## src/rtl/axi_pkg.sv

```systemverilog
// Shared AXI encodings and the burst-master state type used by the initiator
// and by the byte-lane SRAM slave.
package axi_pkg;

  localparam logic [1:0] BURST_FIXED = 2'd0;
  localparam logic [1:0] BURST_INCR  = 2'd1;
  localparam logic [1:0] BURST_WRAP  = 2'd2;

  localparam logic [1:0] RESP_OKAY   = 2'd0;
  localparam logic [1:0] RESP_EXOKAY = 2'd1;
  localparam logic [1:0] RESP_SLVERR = 2'd2;
  localparam logic [1:0] RESP_DECERR = 2'd3;

  localparam int BOUNDARY_SHIFT = 12;
  localparam int BOUNDARY_4K    = 1 << BOUNDARY_SHIFT;

  typedef enum logic [2:0] {
    ST_IDLE,
    ST_AW,
    ST_W,
    ST_B,
    ST_AR,
    ST_R,
    ST_DONE
  } mst_state_e;

endpackage

```

## src/rtl/axi_4k_check.sv

```systemverilog
// Combinational 4 KB boundary checker: flags a burst whose last byte lands in
// a different 4 KB page than its first byte.
module axi_4k_check
  import axi_pkg::*;
#(
  parameter int ADDR_WIDTH = 32,
  parameter int LEN_WIDTH  = 8,
  parameter int SIZE_WIDTH = 3
) (
  input  logic [ADDR_WIDTH-1:0] addr,
  input  logic [LEN_WIDTH-1:0]  len,
  input  logic [SIZE_WIDTH-1:0] size,
  output logic                  crosses
);

  localparam int SUM_W = ADDR_WIDTH + LEN_WIDTH + 1;
  localparam logic [SUM_W-1:0] ONE = SUM_W'(1);
  // Page-number bits only: everything below the page offset and above the
  // address width is ignored in the comparison.
  localparam logic [SUM_W-1:0] PAGE_MASK =
    ((ONE << ADDR_WIDTH) - ONE) & ~((ONE << BOUNDARY_SHIFT) - ONE);

  logic [SUM_W-1:0] beats;
  logic [SUM_W-1:0] bytes;
  logic [SUM_W-1:0] start_addr;
  logic [SUM_W-1:0] end_addr;

  always_comb begin
    beats      = SUM_W'(len) + ONE;
    bytes      = beats << size;
    start_addr = SUM_W'(addr);
    end_addr   = start_addr + bytes - ONE;
    crosses    = |((start_addr ^ end_addr) & PAGE_MASK);
  end

endmodule

```

## src/rtl/axi_burst_master.sv

```systemverilog
// Single-outstanding AXI4 initiator: one command becomes one write or read
// burst with byte-wide beats streamed through valid/ready ports.
module axi_burst_master
  import axi_pkg::*;
#(
  parameter int ID_WIDTH   = 3,
  parameter int ADDR_WIDTH = 32,
  parameter int LEN_WIDTH  = 8,
  parameter int SIZE_WIDTH = 3,
  parameter int BEAT_WIDTH = 8,
  parameter int RESP_WIDTH = 2
) (
  input  logic                  ACLK,
  input  logic                  ARESETn,
  input  logic                  cmd_valid,
  output logic                  cmd_ready,
  input  logic                  cmd_write,
  input  logic [ID_WIDTH-1:0]   cmd_id,
  input  logic [ADDR_WIDTH-1:0] cmd_addr,
  input  logic [LEN_WIDTH-1:0]  cmd_len,
  input  logic [SIZE_WIDTH-1:0] cmd_size,
  input  logic [1:0]            cmd_burst,
  input  logic                  wr_valid,
  output logic                  wr_ready,
  input  logic [BEAT_WIDTH-1:0] wr_data,
  output logic                  rd_valid,
  input  logic                  rd_ready,
  output logic [BEAT_WIDTH-1:0] rd_data,
  output logic                  rd_last,
  output logic                  done,
  output logic [RESP_WIDTH-1:0] done_resp,
  output logic                  done_err,
  output logic [ID_WIDTH-1:0]   AWID,
  output logic [ADDR_WIDTH-1:0] AWADDR,
  output logic [LEN_WIDTH-1:0]  AWLEN,
  output logic [SIZE_WIDTH-1:0] AWSIZE,
  output logic [1:0]            AWBURST,
  output logic                  AWVALID,
  input  logic                  AWREADY,
  output logic [BEAT_WIDTH-1:0] WDATA,
  output logic                  WSTRB,
  output logic                  WLAST,
  output logic                  WVALID,
  input  logic                  WREADY,
  input  logic [ID_WIDTH-1:0]   BID,
  input  logic [RESP_WIDTH-1:0] BRESP,
  input  logic                  BVALID,
  output logic                  BREADY,
  output logic [ID_WIDTH-1:0]   ARID,
  output logic [ADDR_WIDTH-1:0] ARADDR,
  output logic [LEN_WIDTH-1:0]  ARLEN,
  output logic [SIZE_WIDTH-1:0] ARSIZE,
  output logic [1:0]            ARBURST,
  output logic                  ARVALID,
  input  logic                  ARREADY,
  input  logic [ID_WIDTH-1:0]   RID,
  input  logic [BEAT_WIDTH-1:0] RDATA,
  input  logic [RESP_WIDTH-1:0] RRESP,
  input  logic                  RLAST,
  input  logic                  RVALID,
  output logic                  RREADY
);

  mst_state_e            state_q, state_d;
  logic [ID_WIDTH-1:0]   id_q;
  logic [ADDR_WIDTH-1:0] addr_q;
  logic [LEN_WIDTH-1:0]  len_q;
  logic [SIZE_WIDTH-1:0] size_q;
  logic [1:0]            burst_q;
  logic [LEN_WIDTH-1:0]  beat_cnt;
  logic [RESP_WIDTH-1:0] resp_q;
  logic                  err_q;
  logic                  crosses;
  logic                  in_w, in_r, last_beat, w_hs, r_hs, r_err;
  logic [RESP_WIDTH-1:0] r_worst;

  function automatic logic [RESP_WIDTH-1:0] worst_resp(
    input logic [RESP_WIDTH-1:0] a,
    input logic [RESP_WIDTH-1:0] b
  );
    return (b > a) ? b : a;
  endfunction

  axi_4k_check #(
    .ADDR_WIDTH (ADDR_WIDTH),
    .LEN_WIDTH  (LEN_WIDTH),
    .SIZE_WIDTH (SIZE_WIDTH)
  ) u_4k_check (
    .addr    (cmd_addr),
    .len     (cmd_len),
    .size    (cmd_size),
    .crosses (crosses)
  );

  assign in_w      = (state_q == ST_W);
  assign in_r      = (state_q == ST_R);
  assign last_beat = (beat_cnt == len_q);
  assign w_hs      = WVALID && WREADY;
  assign r_hs      = RVALID && RREADY;
  assign r_worst   = worst_resp(resp_q, RRESP);
  // The beat count, not RLAST, ends the burst; a misplaced RLAST is only flagged.
  assign r_err     = (RID != id_q) || (RLAST != last_beat);

  // cmd_ready is held low while reset is asserted so every output reads 0.
  assign cmd_ready = ARESETn && (state_q == ST_IDLE);
  assign done      = (state_q == ST_DONE);

  assign AWVALID = (state_q == ST_AW);
  assign AWID    = id_q;
  assign AWADDR  = addr_q;
  assign AWLEN   = len_q;
  assign AWSIZE  = size_q;
  assign AWBURST = burst_q;
  assign ARVALID = (state_q == ST_AR);
  assign ARID    = id_q;
  assign ARADDR  = addr_q;
  assign ARLEN   = len_q;
  assign ARSIZE  = size_q;
  assign ARBURST = burst_q;

  assign WVALID   = in_w && wr_valid;
  assign wr_ready = in_w && WREADY;
  assign WDATA    = in_w ? wr_data : '0;
  assign WSTRB    = in_w;
  assign WLAST    = in_w && last_beat;
  assign BREADY   = (state_q == ST_B);

  assign rd_valid = in_r && RVALID;
  assign RREADY   = in_r && rd_ready;
  assign rd_data  = in_r ? RDATA : '0;
  assign rd_last  = in_r && last_beat;

  always_comb begin
    state_d = state_q;
    case (state_q)
      ST_IDLE: if (cmd_valid) state_d = crosses ? ST_DONE : (cmd_write ? ST_AW : ST_AR);
      ST_AW:   if (AWREADY) state_d = ST_W;
      ST_W:    if (w_hs && last_beat) state_d = ST_B;
      ST_B:    if (BVALID) state_d = ST_DONE;
      ST_AR:   if (ARREADY) state_d = ST_R;
      ST_R:    if (r_hs && last_beat) state_d = ST_DONE;
      ST_DONE: state_d = ST_IDLE;
      default: state_d = ST_IDLE;
    endcase
  end

  always_ff @(posedge ACLK or negedge ARESETn) begin
    if (!ARESETn) begin
      state_q   <= ST_IDLE;
      id_q      <= '0;
      addr_q    <= '0;
      len_q     <= '0;
      size_q    <= '0;
      burst_q   <= '0;
      beat_cnt  <= '0;
      resp_q    <= '0;
      err_q     <= 1'b0;
      done_resp <= '0;
      done_err  <= 1'b0;
    end else begin
      state_q <= state_d;
      case (state_q)
        ST_IDLE: if (cmd_valid) begin
          id_q     <= cmd_id;
          addr_q   <= cmd_addr;
          len_q    <= cmd_len;
          size_q   <= cmd_size;
          burst_q  <= cmd_burst;
          beat_cnt <= '0;
          resp_q   <= RESP_WIDTH'(RESP_OKAY);
          err_q    <= 1'b0;
          if (crosses) begin
            done_resp <= RESP_WIDTH'(RESP_SLVERR);
            done_err  <= 1'b1;
          end
        end
        ST_W: if (w_hs) beat_cnt <= beat_cnt + LEN_WIDTH'(1);
        ST_B: if (BVALID) begin
          done_resp <= BRESP;
          done_err  <= (BID != id_q);
        end
        ST_R: if (r_hs) begin
          beat_cnt <= beat_cnt + LEN_WIDTH'(1);
          if (last_beat) begin
            done_resp <= r_worst;
            done_err  <= err_q || r_err;
          end else begin
            resp_q <= r_worst;
            err_q  <= err_q || r_err;
          end
        end
        default: ;
      endcase
    end
  end

endmodule

```

## config.mk

```make
export PLATFORM = sky130hd
export DESIGN_NAME = axi_burst_master
export DESIGN_NICKNAME = d
export VERILOG_FILES = /design/src/rtl/axi_pkg.sv /design/src/rtl/axi_4k_check.sv /design/src/rtl/axi_burst_master.sv
export SDC_FILE = /design/constraint.sdc
export NUM_CORES = 1
export LEC_CHECK = 0
export ABC_AREA = 1
export CAP_MARGIN = 10
export CORE_UTILIZATION = 45
export DETAILED_ROUTE_END_ITERATION = 7
export GPL_ROUTABILITY_DRIVEN = 0
export MAX_ROUTING_LAYER = met4
export PLACE_DENSITY_LB_ADDON = 0.15
export SLEW_MARGIN = 0
export SYNTH_ARGS = -nofsm -noshare
export SYNTH_HDL_FRONTEND = slang
export SYNTH_SLANG_ARGS = --single-unit
```

## constraint.sdc

```tcl
create_clock -name ACLK -period 2.2 [get_ports ACLK]
set_input_delay 0.44 -clock ACLK [delete_from_list [all_inputs] [get_ports ACLK]]
set_output_delay 0.44 -clock ACLK [all_outputs]
set_load 0.1 [all_outputs]
```

==> impl_metrics.json, run 1 <==
{
  "status": "finished with violations",
  "die_y_um": 122,
  "avgSynthCellArea_um2": 6.44,
  "cts_made_buffers": 9,
  "worst_slew_pin_slew_ns": 0.431,
  "viasPerCell": 5.08,
  "rr_worst_depth": 11,
  "finClkSkew_ns": 0.0138,
  "grt_pass1_vias": 7260,
  "final_common_cell": "nand2_1",
  "met3_usage_pct": 4.93,
  "rows": 43,
  "syn_nets": 1146,
  "use_met2_pct": 51.0,
  "drt-total-wl_um": 22500,
  "hpwl_um": 16600,
  "postLayoutSetupSlackWorst_ns": -1.70,
  "crit_slowest_cell": "a21oi_1",
  "violations": "negative setup slack",
  "hold_class": "in -> async",
  "core_mm2": 0.0140,
  "netlist_area_mm2": 0.00651,
  "timing.final.crit_period_ns": 3.90,
  "cap_violations": 0,
  "drc": 0,
  "cts_tree": "done",
  "htree_levels": 3,
  "finalHoldViolCount": 0,
  "grt_pass1_wl_um": 34200,
  "cp_data_required_time_ns": 2.48,
  "via_count": 7604,
  "area_growth_pct": 65.0,
  "initial_core_util_pct": 46.5,
  "cp-start-kind": "input pin",
  "slew_headroom_pct": 71.1,
  "ant_nets": 0,
  "portBuffers": 212,
  "drt_iter0_drc": 533,
  "dieArea_mm2": 0.0149,
  "end_kind": "flop",
  "cpMostUsedCell": "nand2_1",
  "cts_root_buffer": "clkbuf_16",
  "setup_viol": 8,
  "grt.overflow.total": 0,
  "grt_setup_unrepaired": "true",
  "die_w_um": 122,
  "wl_per_cell_um": 15.0,
  "clk_latency_ns": 0.35,
  "final_nets": 1448,
  "fmax_ghz": 0.256,
  "yosysWarnings": 0,
  "cpPeakStageDelay_ns": 0.27,
  "yosys_register_bits": 65,
  "firstDrtPassIters": 5,
  "worst-path-max-fanout": 4,
  "grt_max_degree": 66,
  "slew_viol_final": 0,
  "grt_usage_pct": 30.3,
  "ys_seq_area_share_pct": 25.0,
  "top_usage_layer": "met2",
  "cts.path.max_buffers": 2,
  "cp.arrival_ns": 4.18,
  "cts_sinks": 65,
  "antennaDiodeCount": 0,
  "layout_common_cells": "nand2_1, buf_4, inv_1",
  "layout-drive-gt1-share_pct": 36.9,
  "synth_cell_types": 41,
  "io_pins": 213,
  "clkSlewWorstSetupHoldPaths_ns": 0.06,
  "antenna_found_initial": 0,
  "hold_slack_ns": 0.180,
  "grt_use_met1_pct": 35.1,
  "finalCritPeriodShare_pct": 177,
  "netlist_instances": 1011,
  "worstSetupPathType": "in -> reg"
}
==> per-stage QoR <==
stage / instances / setup TNS [ns] / instance area (µm²) / setup slack (ns) / util [%]
after CTS: 1496 / -9.86 / 10400 / -1.64 / 74.5
final: 1498 / -10.30 / 10700 / -1.70 / 76.8
after detailed placement: 1466 / -15.51 / 9790 / -2.61 / 70.0
after global routing: 1498 / -11.93 / 10700 / -1.94 / 76.8
after global placement: 1466 / -15.16 / 9790 / -2.55 / 70.0
after floorplan: 1011 / -46.67 / 6910 / -1.49 / -
==> per-layer routing <==
layer / routed length (µm) / vias up
met5: 0 / -
met4: 1050 / 0
met3: 1350 / 83
met2: 11100 / 297
met1: 8970 / 3481
li1: - / 3743
==> worst paths after layout <==
kind | from | to | slack, ns
setup / recovery | cmd_len[3] | done_resp[0] | -1.70
hold / removal | ARESETn | ARLEN[5] | 0.18
setup reg to reg | ARLEN[5] | state_q[1] | -0.09
hold reg to reg | done_resp[0] | done_resp[0] | 0.50
max in group asynchronous | ARESETn | ARLEN[4] | 1.69
min in group ACLK | cmd_len[0] | ARLEN[0] | 0.44
==> cells in the mapped netlist, drive strengths merged <==
library cell  number  area (µm²)
o22ai              2        12.5
nor4               3        18.8
xor2              29         254
o21a               1        7.51
inv              177         664
a31o               1        8.76
nor3b              1        7.51
a21oi             48         244
or3                1        6.26
ha                49         613
mux2i              4        40.0
clkinv             1        3.75
or2                4        25.0
dfrtp             65        1630
nor2              98         400
nand3b             2        15.0
o21ai             83         415
and2               2        12.5
a21o               4        30.0
a21boi             1        7.51
nand2            276        1070
a31oi              4        25.0
buf               49         365
xnor2             11        96.3
nand3             49         270
nand4              5        31.3
clkbuf            15        56.3
o21bai             7        56.3
a211oi             2        15.0
nor3              17         105
==> kinds of logic (layout without fill, tap and decap cells) <==
family / count (synthesis) / in the layout / synth area share (%)
AOI/OAI and AO/OA: 153 / 153 / 12.6
xor gates and xnor gates: 40 / 40 / 5.38
DFF: 65 / 65 / 25.0
buffers and inverters: 242 / 549 / 16.7
muxes: 4 / 4 / 0.615
adders and majority gates: 49 / 49 / 9.42
and+or+nand+nor: 458 / 458 / 30.2
==> flip-flops by register name (all words and copies together) (netlist names) <==
signal	flops
state_q	3
ARID	3
err_q	1
done_err	1
ARBURST	2
ARLEN	8
ARADDR	32
done_resp	2
ARSIZE	3
beat_cnt	8
resp_q	2
==> layout make-up <==
type                    count  area, µm²
multi-input cells         704       4580
repair buffers            355       3310
fillers                  1058       3250
flip-flops and latches     65       1650
inverters                 178        688
clock buffers              10        239
well taps                 180        225
clock inverters             6       47.5
==> timing repair <==
item,4_1_cts,5_1_grt
setup buffers,14,3
gates cloned,0,0
endpoints found under the hold margin,0,0
pin swaps,49,24
gates resized for setup,79,81
setup endpoints to repair,19,76
hold buffers,0,0
==> worst max-delay path: cells and delay by family <==
family	cells	cell delay, ns
compound gates	6	0.96
xor+xnor	1	0.17
fa+ha+maj	2	0.42
buf+inv	4	0.60
mux	1	0.21
simple gates	15	1.37
Power of run 1 is not shown: default switching activity piles up to over one toggle a cycle in this logic, so the estimate is an artifact.
==> run 2: changes to the inputs <==
GPL_ROUTABILITY_DRIVEN = unset   (was 0)
TNS_END_PERCENT = 5   (was unset)
==> run 2 against run 1 <==
Wire length fell by 3.3%. Critical path depth rose by 4. The run still ends with negative setup slack left. Register-to-register slack improved by 0.05 ns.
==> impl_metrics.json, run 2 (same netlist as run 1, synthesis figures left out) <==
{
  "cts_root_buffer": "clkbuf_16",
  "gp_congestion": 0.977,
  "grt_setup_unrepaired": "true",
  "drt_iter0_drc": 468,
  "violations": "negative setup slack",
  "timing.final.crit_period_ns": 3.99,
  "worst_slew_pin_slew_ns": 0.840,
  "cp_data_required_time_ns": 2.48,
  "grt_usage_pct": 29.3,
  "antennaDiodeCount": 0,
  "io_pins": 213,
  "cap_violations": 0,
  "slew_headroom_pct": 44.0,
  "hold_class": "in -> async",
  "hpwl_um": 17000,
  "dieArea_mm2": 0.0149,
  "status": "finished with violations",
  "rrSetupSlack_ns": -0.04,
  "cts_tree": "done",
  "drc": 0,
  "htree_levels": 3,
  "core_mm2": 0.0140,
  "fmax_ghz": 0.251,
  "rr_worst_depth": 9,
  "clkSlewWorstSetupHoldPaths_ns": 0.06,
  "cp.arrival_ns": 4.26,
  "wl_per_cell_um": 14.6,
  "cts.path.max_buffers": 2,
  "area_growth_pct": 59.5,
  "grt_max_degree": 66,
  "layout_common_cells": "nand2_1, buf_4, inv_1",
  "cts_made_buffers": 9,
  "worstSetupPathType": "in -> reg",
  "firstDrtPassIters": 5,
  "grt_pass1_vias": 6846,
  "final_nets": 1442,
  "cp-start-kind": "input pin",
  "initial_core_util_pct": 46.5,
  "die_y_um": 122,
  "finClkSkew_ns": 0.0100,
  "r2r_start": "ARLEN[1]",
  "crit_slowest_cell": "ha_4",
  "cpPeakStageDelay_ns": 0.28,
  "slew_viol_final": 0,
  "grt_pass1_wl_um": 33100,
  "end_kind": "flop",
  "dp_slack_ns": -2.63,
  "largest_reg_flops": 32,
  "layout-drive-gt1-share_pct": 33.4,
  "finalHoldViolCount": 0,
  "worst-path-max-fanout": 4,
  "portBuffers": 212,
  "postLayoutSetupSlackWorst_ns": -1.79,
  "drt-total-wl_um": 21700,
  "clk_latency_ns": 0.35,
  "ant_nets": 0,
  "grt.overflow.total": 0,
  "final_common_cell": "nand2_1",
  "rows": 43,
  "cpMostUsedCell": "nand2_2",
  "cts_sinks": 65,
  "finalCritPeriodShare_pct": 181,
  "die_w_um": 122,
  "viasPerCell": 4.94,
  "setup_viol": 16,
  "antenna_found_initial": 0,
  "via_count": 7377,
  "rr_endpoint": "done_resp[0]"
}
[run 2: critical path, delay by kind of cell]
kind,cells,cell delay (ns)
mux,1,0.21
compound gates,2,0.18
buf+inv,5,0.41
xor+xnor,2,0.41
fa+ha+maj,2,0.44
simple gates,21,2.16
[run 2: final cells by class]
class / instances / area, µm²
Multi-Input combinational cell: 704 / 4310
Fill cell: 1168 / 3610
Timing Repair Buffer: 349 / 3210
Sequential cell: 65 / 1630
Inverter: 178 / 688
Clock buffer: 10 / 239
Tap cell: 180 / 225
Clock inverter: 6 / 75.1
[run 2: worst max path at each step]
| stage | start | endpoint | cells past startpoint |
|---|---|---|---|
| global route | cmd_len[1] | done_resp[0] | 33 |
| finish | cmd_len[1] | done_resp[0] | 33 |
| global placement | cmd_len[0] | done_err | 31 |
| detailed placement | cmd_len[0] | done_resp[1] | 31 |
| CTS | cmd_len[0] | done_resp[0] | 32 |
| floorplan | cmd_len[0] | done_err | 30 |
[run 2: repair_timing]
action,4_1_cts,5_1_grt
setup buffers,5,2
gates resized for setup,80,69
setup endpoints to repair,20,68
pin swaps,35,48
hold buffers,0,0
[run 2: layer usage]
metal	routed length (µm)	global-route usage (%)	vias up
li1	-	-	3740
met1	9020	35.1	3366
met2	11100	51.2	247
met3	1280	4.28	24
met4	327	7.47	0
met5	0	-	-
[run 2: stage by stage]
step | utilization, % | cells | area, µm² | TNS, ns | hold slack [ns]
floorplan | - | 1011 | 6630 | -63.65 | 0.144
global placement | 68.4 | 1470 | 9570 | -15.33 | 0.468
detailed placement | 68.4 | 1470 | 9570 | -15.61 | 0.470
CTS | 72.4 | 1491 | 10100 | -11.02 | 0.395
global route | 74.2 | 1492 | 10400 | -15.62 | 0.377
finish | 74.2 | 1492 | 10400 | -10.93 | 0.366
Power of run 2 is left out for the same reason.
